===== config.mk =====
export PLATFORM = sky130hd
export DESIGN_NAME = trng_collector
export DESIGN_NICKNAME = d
export VERILOG_FILES = /design/src/rtl/trng_pkg.sv /design/src/rtl/trng_vn_extractor.sv /design/src/rtl/trng_collector.sv
export SDC_FILE = /design/constraint.sdc
export NUM_CORES = 1
export LEC_CHECK = 0
export CAP_MARGIN = 20
export CELL_PAD_IN_SITES_DETAIL_PLACEMENT = 0
export CELL_PAD_IN_SITES_GLOBAL_PLACEMENT = 1
export CORE_MARGIN = 5
export CORE_UTILIZATION = 47
export CTS_CLUSTER_DIAMETER = 200
export DETAILED_ROUTE_END_ITERATION = 10
export PLACE_DENSITY_LB_ADDON = 0.15
export SYNTH_ARGS = -nofsm -noshare
export SYNTH_HDL_FRONTEND = slang
export SYNTH_SLANG_ARGS = --single-unit

===== constraint.sdc =====
create_clock -name clk -period 5.1 [get_ports clk]
set_clock_uncertainty 0.1 [all_clocks]
set_input_delay 0.765 -clock clk [delete_from_list [all_inputs] [get_ports clk]]
set_output_delay 0.765 -clock clk [all_outputs]
set_load 0.005 [all_outputs]

===== src/rtl/trng_pkg.sv =====
// Shared constants and the von Neumann pair-state type for the TRNG collector.
package trng_pkg;

    localparam int SAMPLE_DIV_DEF = 16;
    localparam int RCT_LIMIT_DEF  = 32;
    localparam int BYTE_W         = 8;

    typedef enum logic {
        VN_FIRST  = 1'b0,
        VN_SECOND = 1'b1
    } vn_state_e;

endpackage


===== src/rtl/trng_vn_extractor.sv =====
// Von Neumann debiaser: consumes sample pairs, emits b0 for 10/01 pairs, nothing for 00/11.
module trng_vn_extractor
    import trng_pkg::*;
(
    input  logic clk,
    input  logic rst_n,
    input  logic i_enable,
    input  logic i_strobe,
    input  logic i_sbit,
    output logic o_bit_valid,
    output logic o_bit_out
);

    vn_state_e r_state;
    logic      r_b0;

    // Dropping enable discards a half-collected pair so pairing restarts cleanly.
    always_ff @(posedge clk) begin
        if (!rst_n || !i_enable) begin
            r_state     <= VN_FIRST;
            r_b0        <= 1'b0;
            o_bit_valid <= 1'b0;
            o_bit_out   <= 1'b0;
        end else begin
            o_bit_valid <= 1'b0;
            if (i_strobe) begin
                case (r_state)
                    VN_FIRST: begin
                        r_b0    <= i_sbit;
                        r_state <= VN_SECOND;
                    end
                    VN_SECOND: begin
                        r_state <= VN_FIRST;
                        if (r_b0 != i_sbit) begin
                            o_bit_valid <= 1'b1;
                            o_bit_out   <= r_b0;
                        end
                    end
                    default: r_state <= VN_FIRST;
                endcase
            end
        end
    end

endmodule


===== src/rtl/trng_collector.sv =====
// TRNG raw-bit collector: sync, sample, debias, pack to bytes, valid/ready out, RCT health test.
// Define TRNG_RAW_BYPASS_EN to add raw_mode, which packs every sample without debiasing.
module trng_collector
    import trng_pkg::*;
#(
    parameter int SAMPLE_DIV = SAMPLE_DIV_DEF,
    parameter int RCT_LIMIT  = RCT_LIMIT_DEF,
    parameter int CNT_W      = 8
) (
    input  logic              clk,
    input  logic              rst_n,
    input  logic              enable,
    input  logic              raw_bit,
`ifdef TRNG_RAW_BYPASS_EN
    input  logic              raw_mode,
`endif
    output logic [BYTE_W-1:0] data_out,
    output logic              data_valid,
    input  logic              data_ready,
    output logic              overflow,
    output logic              health_fail
);

    localparam logic [CNT_W-1:0] DIV_LAST = CNT_W'(SAMPLE_DIV - 1);
    localparam logic [CNT_W-1:0] RCT_MAX  = CNT_W'(RCT_LIMIT);

    logic              r_sync1, r_sync2;
    logic [CNT_W-1:0]  r_div, r_run;
    logic              r_prev;
    logic [BYTE_W-1:0] r_shift, r_data;
    logic [2:0]        r_bitcnt;
    logic              r_valid, r_ovf, r_hfail;

    logic              w_strobe, w_vn_valid, w_vn_bit, w_bit_valid, w_bit;
    logic              w_complete, w_xfer, w_load;
    logic [CNT_W-1:0]  w_run_next;
    logic [BYTE_W-1:0] w_next_byte;

    assign w_strobe = enable && (r_div == DIV_LAST);

    trng_vn_extractor u_vn (
        .clk         (clk),
        .rst_n       (rst_n),
        .i_enable    (enable),
        .i_strobe    (w_strobe),
        .i_sbit      (r_sync2),
        .o_bit_valid (w_vn_valid),
        .o_bit_out   (w_vn_bit)
    );

`ifdef TRNG_RAW_BYPASS_EN
    assign w_bit_valid = raw_mode ? w_strobe : w_vn_valid;
    assign w_bit       = raw_mode ? r_sync2  : w_vn_bit;
`else
    assign w_bit_valid = w_vn_valid;
    assign w_bit       = w_vn_bit;
`endif

    // Run count starts at 0 after reset, so the first sample always lands on a run of 1.
    assign w_run_next  = (r_sync2 == r_prev) ? ((r_run == RCT_MAX) ? r_run : r_run + CNT_W'(1))
                                              : CNT_W'(1);
    assign w_next_byte = {r_shift[BYTE_W-2:0], w_bit};
    assign w_complete  = enable && w_bit_valid && (r_bitcnt == 3'd7) && !r_hfail;
    assign w_xfer      = r_valid && data_ready;
    assign w_load      = w_complete && (!r_valid || w_xfer);

    always_ff @(posedge clk) begin
        if (!rst_n) begin
            r_sync1  <= 1'b0;
            r_sync2  <= 1'b0;
            r_div    <= '0;
            r_run    <= '0;
            r_prev   <= 1'b0;
            r_shift  <= '0;
            r_bitcnt <= '0;
            r_data   <= '0;
            r_valid  <= 1'b0;
            r_ovf    <= 1'b0;
            r_hfail  <= 1'b0;
        end else begin
            r_sync1 <= raw_bit;
            r_sync2 <= r_sync1;

            if (!enable || w_strobe) r_div <= '0;
            else                     r_div <= r_div + CNT_W'(1);

            if (w_strobe) begin
                r_prev <= r_sync2;
                r_run  <= w_run_next;
                if (w_run_next == RCT_MAX) r_hfail <= 1'b1;
            end

            if (!enable) begin
                r_shift  <= '0;
                r_bitcnt <= '0;
            end else if (w_bit_valid) begin
                r_shift  <= w_next_byte;
                r_bitcnt <= r_bitcnt + 3'd1;
            end

            // A held byte is never overwritten; a completion that cannot load is an overflow.
            if (w_load) begin
                r_data  <= w_next_byte;
                r_valid <= 1'b1;
            end else if (w_complete) begin
                r_ovf   <= 1'b1;
            end else if (w_xfer) begin
                r_valid <= 1'b0;
            end
        end
    end

    assign data_out    = r_data;
    assign data_valid  = r_valid;
    assign overflow    = r_ovf;
    assign health_fail = r_hfail;

endmodule


## Yosys cells after proc, flatten, opt, wreduce, memory -nomap -nowiden

Index checks and enable logic that the tools add are counted.

- Flip-flop bits (word level): 44
- Input port bits: 5
- Output and inout bits: 11

- $add $sub $neg: 3
- Equal/unequal tests: 7
- Multiplexer cells: 7
- Bitwise gates (word level): 4
- Reduce and logical (&&, ||, !) cells: 22

Operators by type and width:

| kind | count |
|---|---|
| adder 8 x 1 -> 8 bit, second input constant | 2 |
| equality test 8 x 6 -> 1 bit, second input constant | 2 |
| 2-to-1 mux 8 bit | 2 |
| AND reduction 2 bit | 5 |
| equality test 8 x 4 -> 1 bit, second input constant | 1 |
| logical AND 1 bit | 6 |
| zero test 1 bit | 4 |
| 2-to-1 mux 1 bit | 4 |
| inverter 1 bit | 4 |
| adder 3 x 1 -> 3 bit, second input constant | 1 |
| equality test 3 bit, second input constant | 1 |
| logical OR 1 bit | 3 |
| AND reduction 3 bit | 1 |
| OR reduction 3 bit | 1 |
| != test 2 x 1 -> 1 bit, second input constant | 1 |
| one-hot mux 1 bit (2 select lines) | 1 |
| nonzero test 2 bit | 1 |
| OR reduction 2 bit | 1 |
| equality test 1 bit | 1 |
| != test 1 bit | 1 |

## Longest topological paths before layout

Gate-level depths: netlist (run 1).

- Depth in word-level cells: 6
- Mapped depth: 8
- Gate-level depth less buffers: 7

## Hierarchy

A second synthesis (run 1) with hierarchy kept.

- Cell total of the unflattened synthesis: 210
- Area, all modules: 2010.7 um^2

Modules (own cells, without submodules):

| module | times used | area each (um^2) | cells an instance |
|---|---|---|---|
| trng_collector | 1 | 1851.8 | 193 |
| trng_vn_extractor | 1 | 158.9 | 17 |

## Worst setup path before layout (run 1)

Ideal clock, no wire load.

- Kind: register to register
- Start: register r_run[0]
- End: register r_run[2]
- Cell stages (with the launch flop): 7
- Setup time: 70 ps
- Path buffers: 0
- Setup slack: 3329 ps
- Arrival time: 1601 ps
- Path through: dfxtp_1 -> inv_1 -> ha_1 -> and4bb_2 -> a21o_1 -> or4_1 -> a21boi_1

- Word-level cells in the longest chain between the ends: 3
- Elaborated cells between the ends (all ways): 4
- Classes of those cells: add/sub: 1; eq/ne: 1; mux: 2

Ends and longest elaborated chain:

| element | RTL line | source |
|---|---|---|
| start: declaration | trng_collector.sv:28 | `logic [CNT_W-1:0] r_div, r_run;` |
| start signal: assignment | trng_collector.sv:89 | `r_run <= w_run_next;` |
| adder 8 x 1 -> 8 bit / equality test 8 x 6 -> 1 bit (equally long branches) | trng_collector.sv:60 | `assign w_run_next = (r_sync2 == r_prev) ? ((r_run == RCT_MAX) ? r_run : r_run + CNT_W'(1))` |
| 2-to-1 mux 8 bit * (2 in a row) | trng_collector.sv:60 |  |

Every way passes the cells marked *; elsewhere a longest branch is shown, timed or not.
A chain may end at the register's enable or synchronous reset.

==> summary.txt, run 1 <==
Placement
  – Pre-CTS worst setup slack: about 1900 ps
  – Post-placement cell count: between 200 and 300
  – Input/output buffers: 15
  – Total cell area at the placement stage: roughly 0.0021 sq mm
  – Final HPWL from detailed placement: about 2.7 mm
  – Final GP Congestion: between 0.8 and 0.9

Worst setup path
  – Startpoint type of the worst setup path: input port
  – Data required time of the worst path: 5200 ps
  – Worst Path Class, Setup: input port to flop
  – Maximum fanout encountered on the critical timing path: 24
  – Element type at the critical path end: flop
  – Worst path arrival time: around 3000 ps

Timing
  – Period utilisation layout: a little under three fifths
  – Worst rel slew slack: 39.5%
  – Min Clock Period, post-route: approximately 2900 ps
  – Max Fclk: ~0.35 GHz
  – Unrepaired setup endpoints after global routing: false
  – Slew Viols, Final: 0
  – Final setup violating endpoints: 0
  – Transition time at the pin with the least slew margin: around 900 ps
  – Minimum setup slack in the final design: about 2200 ps
  – Sum of negative setup slack: 0 ps
  – Final number of hold-violating endpoints: 0

Synth
  – #FFs+latches synth: 44
  – Post-Synthesis Mean Instance Area: 9.18 sq um
  – Number of nets produced by synthesis: between 200 and 250
  – Primary flip-flop cell chosen by synthesis mapping: sky130_fd_sc_hd__dfxtp_1
  – Register area share after synthesis: 44.6%
  – Yosys warning total: 0
  – Post-synth EDFFs: 0
  – Cell area after synthesis: 0.00197 sq mm
  – Number of distinct library cells after synthesis: 39
  – Number of instances in the synthesized netlist: 215
  – Share of synthesized flip-flops with an asynchronous set or reset: 0%

Clocking
  – Clock root buffer: sky130_fd_sc_hd__clkbuf_8
  – TritonCTS clock tree: yes
  – CTS HTree Levels: 2
  – Hold buffer count at CTS: 0
  – Largest buffer count on any clock path: 2
  – Count of buffers added by post-CTS timing repair for setup: 0
  – Skew-Pair Late Insertion Delay: ~280 ps
  – Number of instances resized during post-cts repair: 0
  – Total clock buffers created by CTS: 5
  – CTS sink count: 44
  – CTS clock-pin slew for the worst setup and hold paths: about 80 ps

Cells and area
  – Relative area change from synthesis to final layout: 14.3%
  – Finished layout cell area: between 0.002 and 0.0025 sq mm
  – Antenna diode instance count: 0
  – Ratio of cells with drive above 1 in the final layout: about 5.3%
  – Cell Count, Final, Fillers Out: 278
  – Fill cell total of the finished layout: 380
  – Finished Core Util: 56.0%
  – Number of nets in the layout: 237

Global route
  – Largest net degree at the start of global routing: 25
  – Number of global-route vias before repair: around 1400
  – Global-route wire length before repair: about 6.5 mm
  – Total congestion overflow: 0
  – Antenna violations before repair: 0
  – Gr usage total: between 10% and 20%

Floorplan
  – Starting utilization of the core area: roughly half
  – Die Area: 0.00560 sq mm
  – Die span in x: between 70 and 80 microns
  – Core Footprint: 0.00403 sq mm
  – FP Rows: 23
  – DIE HEIGHT: between 70 and 80 microns
  – Ports placed on the boundary: 16

Route
  – Detailed-route vias per instance: about 5.5
  – DRC viols: 0
  – First DRT Iteration DRCs: 91
  – Detailed-router iteration count before antenna repair: 4
  – Routed length per placed instance: approximately 14 microns
  – Wire length reported by the detailed router: between 3 and 4 mm
  – Vias: roughly 1500
  – Number of nets still failing antenna checks after routing: 0

Power
  – Max rail drop VDD: 0.153 mV
  – Leakage Power: between 0.0007 and 0.0008 uW
  – Power density cells: around 280 mW/mm^2

Run status
  – Status: finished, final reports clean

Worst hold path
  – Worst min path class: flop to flop

Flow run
  – Max capacitance violation total: 0
==> layout make-up <==
class	instances	area, sq um	share of cell area, %
Multi-Input combinational cell	157	1030	45.5
Sequential cell	44	881	39.0
Timing Repair Buffer	15	150	6.65
Tap cell	50	62.6	2.77
Clock inverter	2	38.8	1.72
Inverter	4	15.0	0.665
Clock buffer	6	82.6	3.66
==> worst max-delay path, stage by stage <==
cell and delay [ps]:
sky130_fd_sc_hd__clkdlybuf4s50_1 970, sky130_fd_sc_hd__nand2_1 560, sky130_fd_sc_hd__a2111oi_2 360, sky130_fd_sc_hd__nand2_1 90, sky130_fd_sc_hd__o31ai_1 240
==> layer usage <==
layer,GRT usage [%],share of wire [%]
met2,23.9,46
met1,19.1,48
met4,4.15,1.0
met3,4.54,4.8
met5,0,0
==> state kept, by name, indices dropped and copies added (netlist names), 3 cells and up <==
signal and flops:
r_run 8, r_bitcnt 3, data_out 8, r_shift 7, r_div 8
==> cell usage after synthesis, types with 3 or more instances <==
cell type / instances / share of area (%)
sky130_fd_sc_hd__and3_1: 4 / 1.3
sky130_fd_sc_hd__nor2_1: 31 / 5.9
sky130_fd_sc_hd__inv_1: 4 / 0.76
sky130_fd_sc_hd__mux2i_1: 18 / 9.1
sky130_fd_sc_hd__nor2b_1: 12 / 3.8
sky130_fd_sc_hd__xnor2_1: 8 / 3.5
sky130_fd_sc_hd__nand3_1: 7 / 1.8
sky130_fd_sc_hd__xor2_1: 4 / 1.8
sky130_fd_sc_hd__o21ai_0: 11 / 2.8
sky130_fd_sc_hd__nand2_1: 17 / 3.2
sky130_fd_sc_hd__buf_2: 3 / 0.76
sky130_fd_sc_hd__ha_1: 5 / 3.2
sky130_fd_sc_hd__dfxtp_1: 44 / 45
sky130_fd_sc_hd__a21boi_0: 6 / 2.3
sky130_fd_sc_hd__and2_1: 3 / 0.95
sky130_fd_sc_hd__clkbuf_1: 4 / 0.76
sky130_fd_sc_hd__nor3_1: 5 / 1.3
==> where the power goes <==
part | internal, uW | leakage [uW] | switching (uW) | total (uW)
Clock | 160 | 0.0000614 | 113 | 273
Sequential | 345 | 0.000355 | 1.52 | 346
Combinational | 6.47 | 0.000320 | 8.29 | 14.8
Total | 511 | 0.000736 | 123 | 634
==> cells in the final DEF (no fill, tap or decap), drive strengths merged, types with 6 or more instances in the layout <==
master	n
dfxtp	44
nor2	31
mux2i	18
nand2	17
clkdlybuf4s50	15
nor2b	12
o21ai	11
xnor2	8
nand3	8
a21boi	7
clkbuf	6
==> path summary, 6_finish.rpt <==
kind                          from          end  slack, ps  cells past startpoint
setup / recovery             rst_n  health_fail       2210                      5
hold / removal             r_sync1      r_sync2        360                      1
setup reg to reg  u_vn.o_bit_valid  data_out[0]       2830                      4
hold reg to reg            r_sync1      r_sync2        360                      1
==> stage by stage <==
| stage | hold WS [ps] | total power [uW] |
|---|---|---|
| after floorplan | 312 | 363 |
| after global placement | 327 | 369 |
| after detailed placement | 336 | 369 |
| after CTS | 359 | 644 |
| after global routing | 399 | 663 |
| final | 356 | 634 |
==> kinds of logic after synthesis <==
kind of cell    count (synthesis)  synth area share, %
buf+inv                        14                 3.36
mux                            18                 9.13
simple gates                   93                 24.5
fa+ha+maj                       5                 3.17
compound gates                 29                 9.89
xor+xnor                       12                 5.32
flops                          44                 44.6
Note: power is estimated with default switching activity, not from simulation.
==> inputs of run 2 (changes only) <==
--- a/config.mk
+++ b/config.mk
@@ -9,7 +9,7 @@
 export CELL_PAD_IN_SITES_DETAIL_PLACEMENT = 0
 export CELL_PAD_IN_SITES_GLOBAL_PLACEMENT = 1
 export CORE_MARGIN = 5
-export CORE_UTILIZATION = 47
+export CORE_UTILIZATION = 39
 export CTS_CLUSTER_DIAMETER = 200
 export DETAILED_ROUTE_END_ITERATION = 10
 export PLACE_DENSITY_LB_ADDON = 0.15
==> constraint.sdc (replaced) <==
create_clock -name clk -period 2.6 [get_ports clk]
set_clock_uncertainty 0.1 [all_clocks]
set_input_delay 0.39 -clock clk [delete_from_list [all_inputs] [get_ports clk]]
set_output_delay 0.39 -clock clk [all_outputs]
set_load 0.005 [all_outputs]
==> summary.txt, run 2 (synthesis gave the netlist of run 1 again) <==
Timing
  – Max Fclk: roughly 0.50 GHz
  – Worst rel slew slack: 61.2% (+22 points)
  – Final worst hold slack: 354 ps (-2.28 ps)
  – Slew Viols, Final: 0 (unchanged)
  – Sum of negative setup slack: 0 ps (unchanged)
  – Final setup violating endpoints: 0 (unchanged)
  – Unrepaired setup endpoints after global routing: false
  – Min Clock Period, post-route: approximately 2000 ps
  – Period utilisation layout: between 70% and 80%
  – Final number of hold-violating endpoints: 0 (unchanged)
  – Transition time at the pin with the least slew margin: 580 ps (-325 ps)

Run status
  – Status: finished, final reports clean

Global route
  – Total congestion overflow: 0 (unchanged)
  – Global-route wire length before repair: 6.49 mm (+0.20%)
  – Number of global-route vias before repair: 1380 (-4.6%)
  – Antenna violations before repair: 0 (unchanged)
  – Largest net degree at the start of global routing: 24 (-4.0%)
  – Gr usage total: 13.0% (-1.7 points)

Route
  – Routed length per placed instance: 13.3 microns (-3.6%)
  – Detailed-router iteration count before antenna repair: 4 (unchanged)
  – First DRT Iteration DRCs: 75 (-18%)
  – Detailed-route vias per instance: 4.99 (-9.6%)
  – Number of nets still failing antenna checks after routing: 0 (unchanged)
  – Wire length reported by the detailed router: 3.97 mm (+3.6%)
  – DRC viols: 0 (unchanged)
  – Vias: 1493 (-2.8%)

Floorplan
  – Core Footprint: 0.00482 sq mm (+20%)
  – DIE HEIGHT: 81.2 microns (+8.5%)
  – Starting utilization of the core area: 41.0% (-8.0 points)
  – Ports placed on the boundary: 16 (unchanged)
  – Die Area: 0.00659 sq mm (+18%)
  – FP Rows: 25 (+8.7%)
  – Die span in x: 81.2 microns (+8.5%)

Placement
  – Final GP Congestion: 0.872 (+6.8%)
  – Final HPWL from detailed placement: 2.88 mm (+5.6%)
  – Input/output buffers: 15 (unchanged)

Worst hold path
  – Sink of the worst hold path: r_sync2
  – Hold_sp: r_sync1
  – Worst hold stages: 1 (unchanged)
  – Worst min path class: flop to flop

Power
  – Part of the power in registers: 54.2% (-0.4 points)
  – Pint: 1000 uW (+97%)
  – Leakage Power: 0.000756 uW (+2.7%)
  – Power density cells: 542 mW/mm^2 (+93%)
  – Psw: 247 uW (+100%)
  – Share of total power consumed by net switching: 19.8% (+0.35 points)
  – Clock network fraction of design power: 43.3% (+0.2 points)
  – Max rail drop VDD: 0.332 mV (+120%)
  – Relative contribution of combinational cells to total power: 2.5% (+0.2 points)

Worst setup path
  – Timing startpoint of the critical path: r_run[0]
  – Worst reg2reg endpoint: r_run[2]
  – Worst-case register-to-register setup slack: 600 ps (-2230 ps)
  – Worst reg2reg path startpoint: r_run[0]
  – Data required time of the worst path: 2720 ps (-2480 ps)
  – Reg2reg path depth: 6 (+2)
  – Element type at the critical path end: flop
  – Maximum fanout encountered on the critical timing path: 9 (-63%)
  – Worst Path Class, Setup: flop to flop
  – Worst path arrival time: 2120 ps (-870 ps)
  – Startpoint type of the worst setup path: flop

Clocking
  – CTS HTree Levels: 2 (unchanged)
  – Largest buffer count on any clock path: 2 (unchanged)
  – Clock root buffer: sky130_fd_sc_hd__clkbuf_8
  – Skew-Pair Late Insertion Delay: 290 ps (about the same)
  – Number of instances resized during post-cts repair: 0 (unchanged)
  – Hold buffer count at CTS: 0 (unchanged)
  – Total clock buffers created by CTS: 5 (unchanged)
  – TritonCTS clock tree: yes
  – CTS sink count: 44 (unchanged)
  – CTS clock-pin slew for the worst setup and hold paths: 80 ps (about the same)
  – Count of buffers added by post-CTS timing repair for setup: 0 (unchanged)

Cells and area
  – Ratio of cells with drive above 1 in the final layout: 6.90% (+1.6 points)
  – Most common library cell in the layout ignoring fill and taps: sky130_fd_sc_hd__dfxtp_1
  – Antenna diode instance count: 0 (unchanged)
  – Relative area change from synthesis to final layout: 16.9%
  – Commonest cells after routing, fill and taps aside: sky130_fd_sc_hd__dfxtp_1, sky130_fd_sc_hd__nor2_1, sky130_fd_sc_hd__mux2i_1, sky130_fd_sc_hd__nand2_1, sky130_fd_sc_hd__clkdlybuf4s50_1
  – Number of nets in the layout: 241 (+1.7%)

Flow run
  – Max capacitance violation total: 0 (unchanged)
run 2: power groups by stage:
stage | clock, uW | sequential, uW | combinational, uW
final | 542 | 679 | 30.7
after global routing | 597 | 680 | 33.8
after CTS | 565 | 679 | 31.4
after detailed placement | 0 | 695 | 31.2
after global placement | 0 | 695 | 30.8
after floorplan | 0 | 693 | 18.2
run 2: cell type report:
type                       count  area [sq um]
clock buffer                   6          82.6
clock inverter                 2          38.8
fill                         475          2510
inverter                       4          15.0
multi-input combinational    157          1030
sequential                    44           881
tap                           67          83.8
timing repair buffer          19           180
run 2: how the worst max path moves through the flow:
stage	end	depth (start not counted)
floorplan	r_run[2]	6
global placement	r_run[4]	4
detailed placement	r_run[4]	4
CTS	r_run[2]	6
global route	r_run[4]	5
finish	r_run[2]	6
run 2: routing by layer:
layer	global-route usage [%]	part of all wire (%)	up-vias
li1	-	-	767
met1	15.9	46	699
met2	22.1	49	23
met3	3.44	3.7	4
met4	4.39	1.2	0
met5	0	0	-
run 2: metrics by stage:
step	total power, uW	cells	worst slack [ps]	util (%)	instance area (sq um)
4_1_cts	1280	299	595	47.9	2310
2_1_floorplan	711	215	829	-	1970
5_1_grt	1310	299	469	47.9	2310
3_5_place_dp	726	291	562	45.4	2190
3_3_place_gp	726	291	601	45.4	2190
6_report	1250	299	605	47.9	2310
run 2: worst max-delay path, stage by stage, from the launching register on:
cell and delay (ps):
sky130_fd_sc_hd__dfxtp_1 480, sky130_fd_sc_hd__inv_1 80, sky130_fd_sc_hd__ha_1 210, sky130_fd_sc_hd__and4bb_2 230, sky130_fd_sc_hd__a21o_1 250, sky130_fd_sc_hd__or4_1 430, sky130_fd_sc_hd__a21boi_1 150
==> inputs of run 3 (changes only) <==
--- a/config.mk
+++ b/config.mk
@@ -9,7 +9,7 @@
 export CELL_PAD_IN_SITES_DETAIL_PLACEMENT = 0
 export CELL_PAD_IN_SITES_GLOBAL_PLACEMENT = 1
 export CORE_MARGIN = 5
-export CORE_UTILIZATION = 39
+export CORE_UTILIZATION = 44
 export CTS_CLUSTER_DIAMETER = 200
 export DETAILED_ROUTE_END_ITERATION = 10
 export PLACE_DENSITY_LB_ADDON = 0.15
==> constraint.sdc (replaced) <==
create_clock -name clk -period 1.9 [get_ports clk]
set_clock_uncertainty 0.1 [all_clocks]
set_input_delay 0.285 -clock clk [delete_from_list [all_inputs] [get_ports clk]]
set_output_delay 0.285 -clock clk [all_outputs]
set_load 0.005 [all_outputs]
==> summary.txt, run 3 (synthesis gave the netlist of run 1 again) <==
Power
  – Power density cells: 707 mW/mm^2 (+30%)
  – Leakage Power: 0.000809 uW (+7.0%)
  – Part of the power in registers: 54.6% (+0.4 points)
  – Share of total power consumed by net switching: 21.0% (+1.2 points)
  – Psw: 356 uW (+44%)
  – Clock network fraction of design power: 42.7% (-0.6 points)
  – Pint: 1340 uW (+34%)
  – Total chip power: 1700 uW (+36%)
  – Max rail drop VDD: 0.431 mV (+30%)
  – Relative contribution of combinational cells to total power: 2.7% (+0.2 points)

Worst hold path
  – Worst min path class: flop to flop

Global route
  – Total congestion overflow: 0 (unchanged)
  – Number of global-route vias before repair: 1539 (+12%)
  – Antenna violations before repair: 0 (unchanged)
  – Global-route wire length before repair: 6.95 mm (+7.0%)
  – Gr usage total: 14.3% (+1.3 points)
  – Largest net degree at the start of global routing: 24 (unchanged)

Timing
  – Transition time at the pin with the least slew margin: 315 ps (-265 ps)
  – Final setup violating endpoints: 0 (unchanged)
  – Period utilisation layout: 95.4% (+19 points)
  – Worst rel slew slack: 78.7% (+18 points)
  – Sum of negative setup slack: 0 ps (unchanged)
  – Unrepaired setup endpoints after global routing: false
  – Slew Viols, Final: 0 (unchanged)
  – Max Fclk: 0.552 GHz (+10%)
  – Final number of hold-violating endpoints: 0 (unchanged)
  – Min Clock Period, post-route: 1810 ps (-182 ps)

Floorplan
  – Starting utilization of the core area: 45.3% (+4.4 points)
  – DIE HEIGHT: 77.0 microns (-5.1%)
  – Die span in x: 77.0 microns (-5.1%)
  – Die Area: 0.00593 sq mm (-10%)
  – Core Footprint: 0.00435 sq mm (-9.6%)
  – Ports placed on the boundary: 16 (unchanged)
  – FP Rows: 24 (-4.0%)

Clocking
  – CTS HTree Levels: 2 (unchanged)
  – CTS clock-pin slew for the worst setup and hold paths: 90 ps (about the same)
  – TritonCTS clock tree: yes
  – Total clock buffers created by CTS: 5 (unchanged)
  – Skew-Pair Late Insertion Delay: 300 ps (about the same)
  – CTS sink count: 44 (unchanged)
  – Largest buffer count on any clock path: 2 (unchanged)
  – Clock root buffer: sky130_fd_sc_hd__clkbuf_8

Run status
  – Status: finished, final reports clean

Route
  – Wire length reported by the detailed router: 3.99 mm (+0.60%)
  – Number of nets still failing antenna checks after routing: 0 (unchanged)
  – Detailed-router iteration count before antenna repair: 4 (unchanged)
  – DRC viols: 0 (unchanged)
  – First DRT Iteration DRCs: 67 (-11%)
  – Detailed-route vias per instance: 5.19 (+3.9%)
  – Routed length per placed instance: 13.5 microns (+1.6%)
  – Vias: 1536 (+2.9%)

Placement
  – Final GP Congestion: 0.942 (+8.1%)
  – Input/output buffers: 15 (unchanged)
  – Final HPWL from detailed placement: 2.96 mm (+2.9%)

Cells and area
  – Number of nets in the layout: 253 (+5.0%)
  – Most common library cell in the layout ignoring fill and taps: sky130_fd_sc_hd__dfxtp_1
  – Commonest cells after routing, fill and taps aside: sky130_fd_sc_hd__dfxtp_1, sky130_fd_sc_hd__nor2_1, sky130_fd_sc_hd__mux2i_1, sky130_fd_sc_hd__nand2_1, sky130_fd_sc_hd__buf_4
  – Antenna diode instance count: 0 (unchanged)
  – Relative area change from synthesis to final layout: 21.8%
  – Ratio of cells with drive above 1 in the final layout: 13.1% (+6.2 points)

Worst setup path
  – Startpoint type of the worst setup path: flop
  – Element type at the critical path end: flop
  – Data required time of the worst path: 2040 ps (-680 ps)
  – Worst Path Class, Setup: flop to flop
  – Maximum fanout encountered on the critical timing path: 7 (-2)
  – Worst path arrival time: 1950 ps (-170 ps)

Flow run
  – Max capacitance violation total: 0 (unchanged)
-- run 3: power groups by stage --
stage | clock [uW] | combinational, uW | sequential (uW)
2_1_floorplan | 0 | 24.9 | 949
3_3_place_gp | 0 | 45.1 | 950
3_5_place_dp | 0 | 45.6 | 950
4_1_cts | 760 | 45.7 | 928
5_1_grt | 800 | 51.4 | 929
6_report | 726 | 46.3 | 928
-- run 3: cell type report --
type | instances | area (sq um)
Sequential cell | 44 | 882
Clock inverter | 3 | 46.3
Timing Repair Buffer | 31 | 270
Tap cell | 52 | 65.1
Inverter | 4 | 15.0
Fill cell | 399 | 1950
Clock buffer | 5 | 68.8
Multi-Input combinational cell | 157 | 1060
-- run 3: path summary, 6_finish.rpt --
kind | start | end | slack (ps) | depth (start not counted)
hold reg to reg | r_sync1 | r_sync2 | 350 | 1
setup reg to reg | r_run[1] | r_run[2] | 90 | 6
setup / recovery | r_run[1] | r_run[2] | 90 | 6
hold / removal | r_sync1 | r_sync2 | 350 | 1
-- run 3: worst max-delay path, stage by stage (launching register included) --
cell	delay (ps)
sky130_fd_sc_hd__dfxtp_1	360
sky130_fd_sc_hd__inv_1	50
sky130_fd_sc_hd__ha_1	180
sky130_fd_sc_hd__and4bb_2	250
sky130_fd_sc_hd__a21o_4	240
sky130_fd_sc_hd__or4_1	420
sky130_fd_sc_hd__a21boi_1	150
-- run 3: timing repair --
item,4_1_cts,5_1_grt
setup buffers,0,0
hold buffers,0,0
gates resized for setup,0,7
setup endpoints to repair,0,11
-- run 3: metal layers --
layer | GRT usage (%) | routed length (microns) | vias to the layer above
li1 | - | - | 790
met1 | 17.5 | 1770 | 701
met2 | 23.7 | 1950 | 35
met3 | 4.22 | 199 | 10
met4 | 5.33 | 70 | 0
met5 | 0 | 0 | -
-- run 3: through the flow --
| stage | area (sq um) | util, % | worst slack, ps | hold WS (ps) | cells |
|---|---|---|---|---|---|
| floorplan | 1970 | - | 129 | 312 | 215 |
| global placement | 2260 | 51.9 | 86.0 | 326 | 288 |
| detailed placement | 2260 | 51.9 | 53.8 | 334 | 288 |
| CTS | 2370 | 54.5 | 29.5 | 354 | 296 |
| global route | 2400 | 55.2 | 1.05 | 368 | 296 |
| finish | 2400 | 55.2 | 87.2 | 349 | 296 |
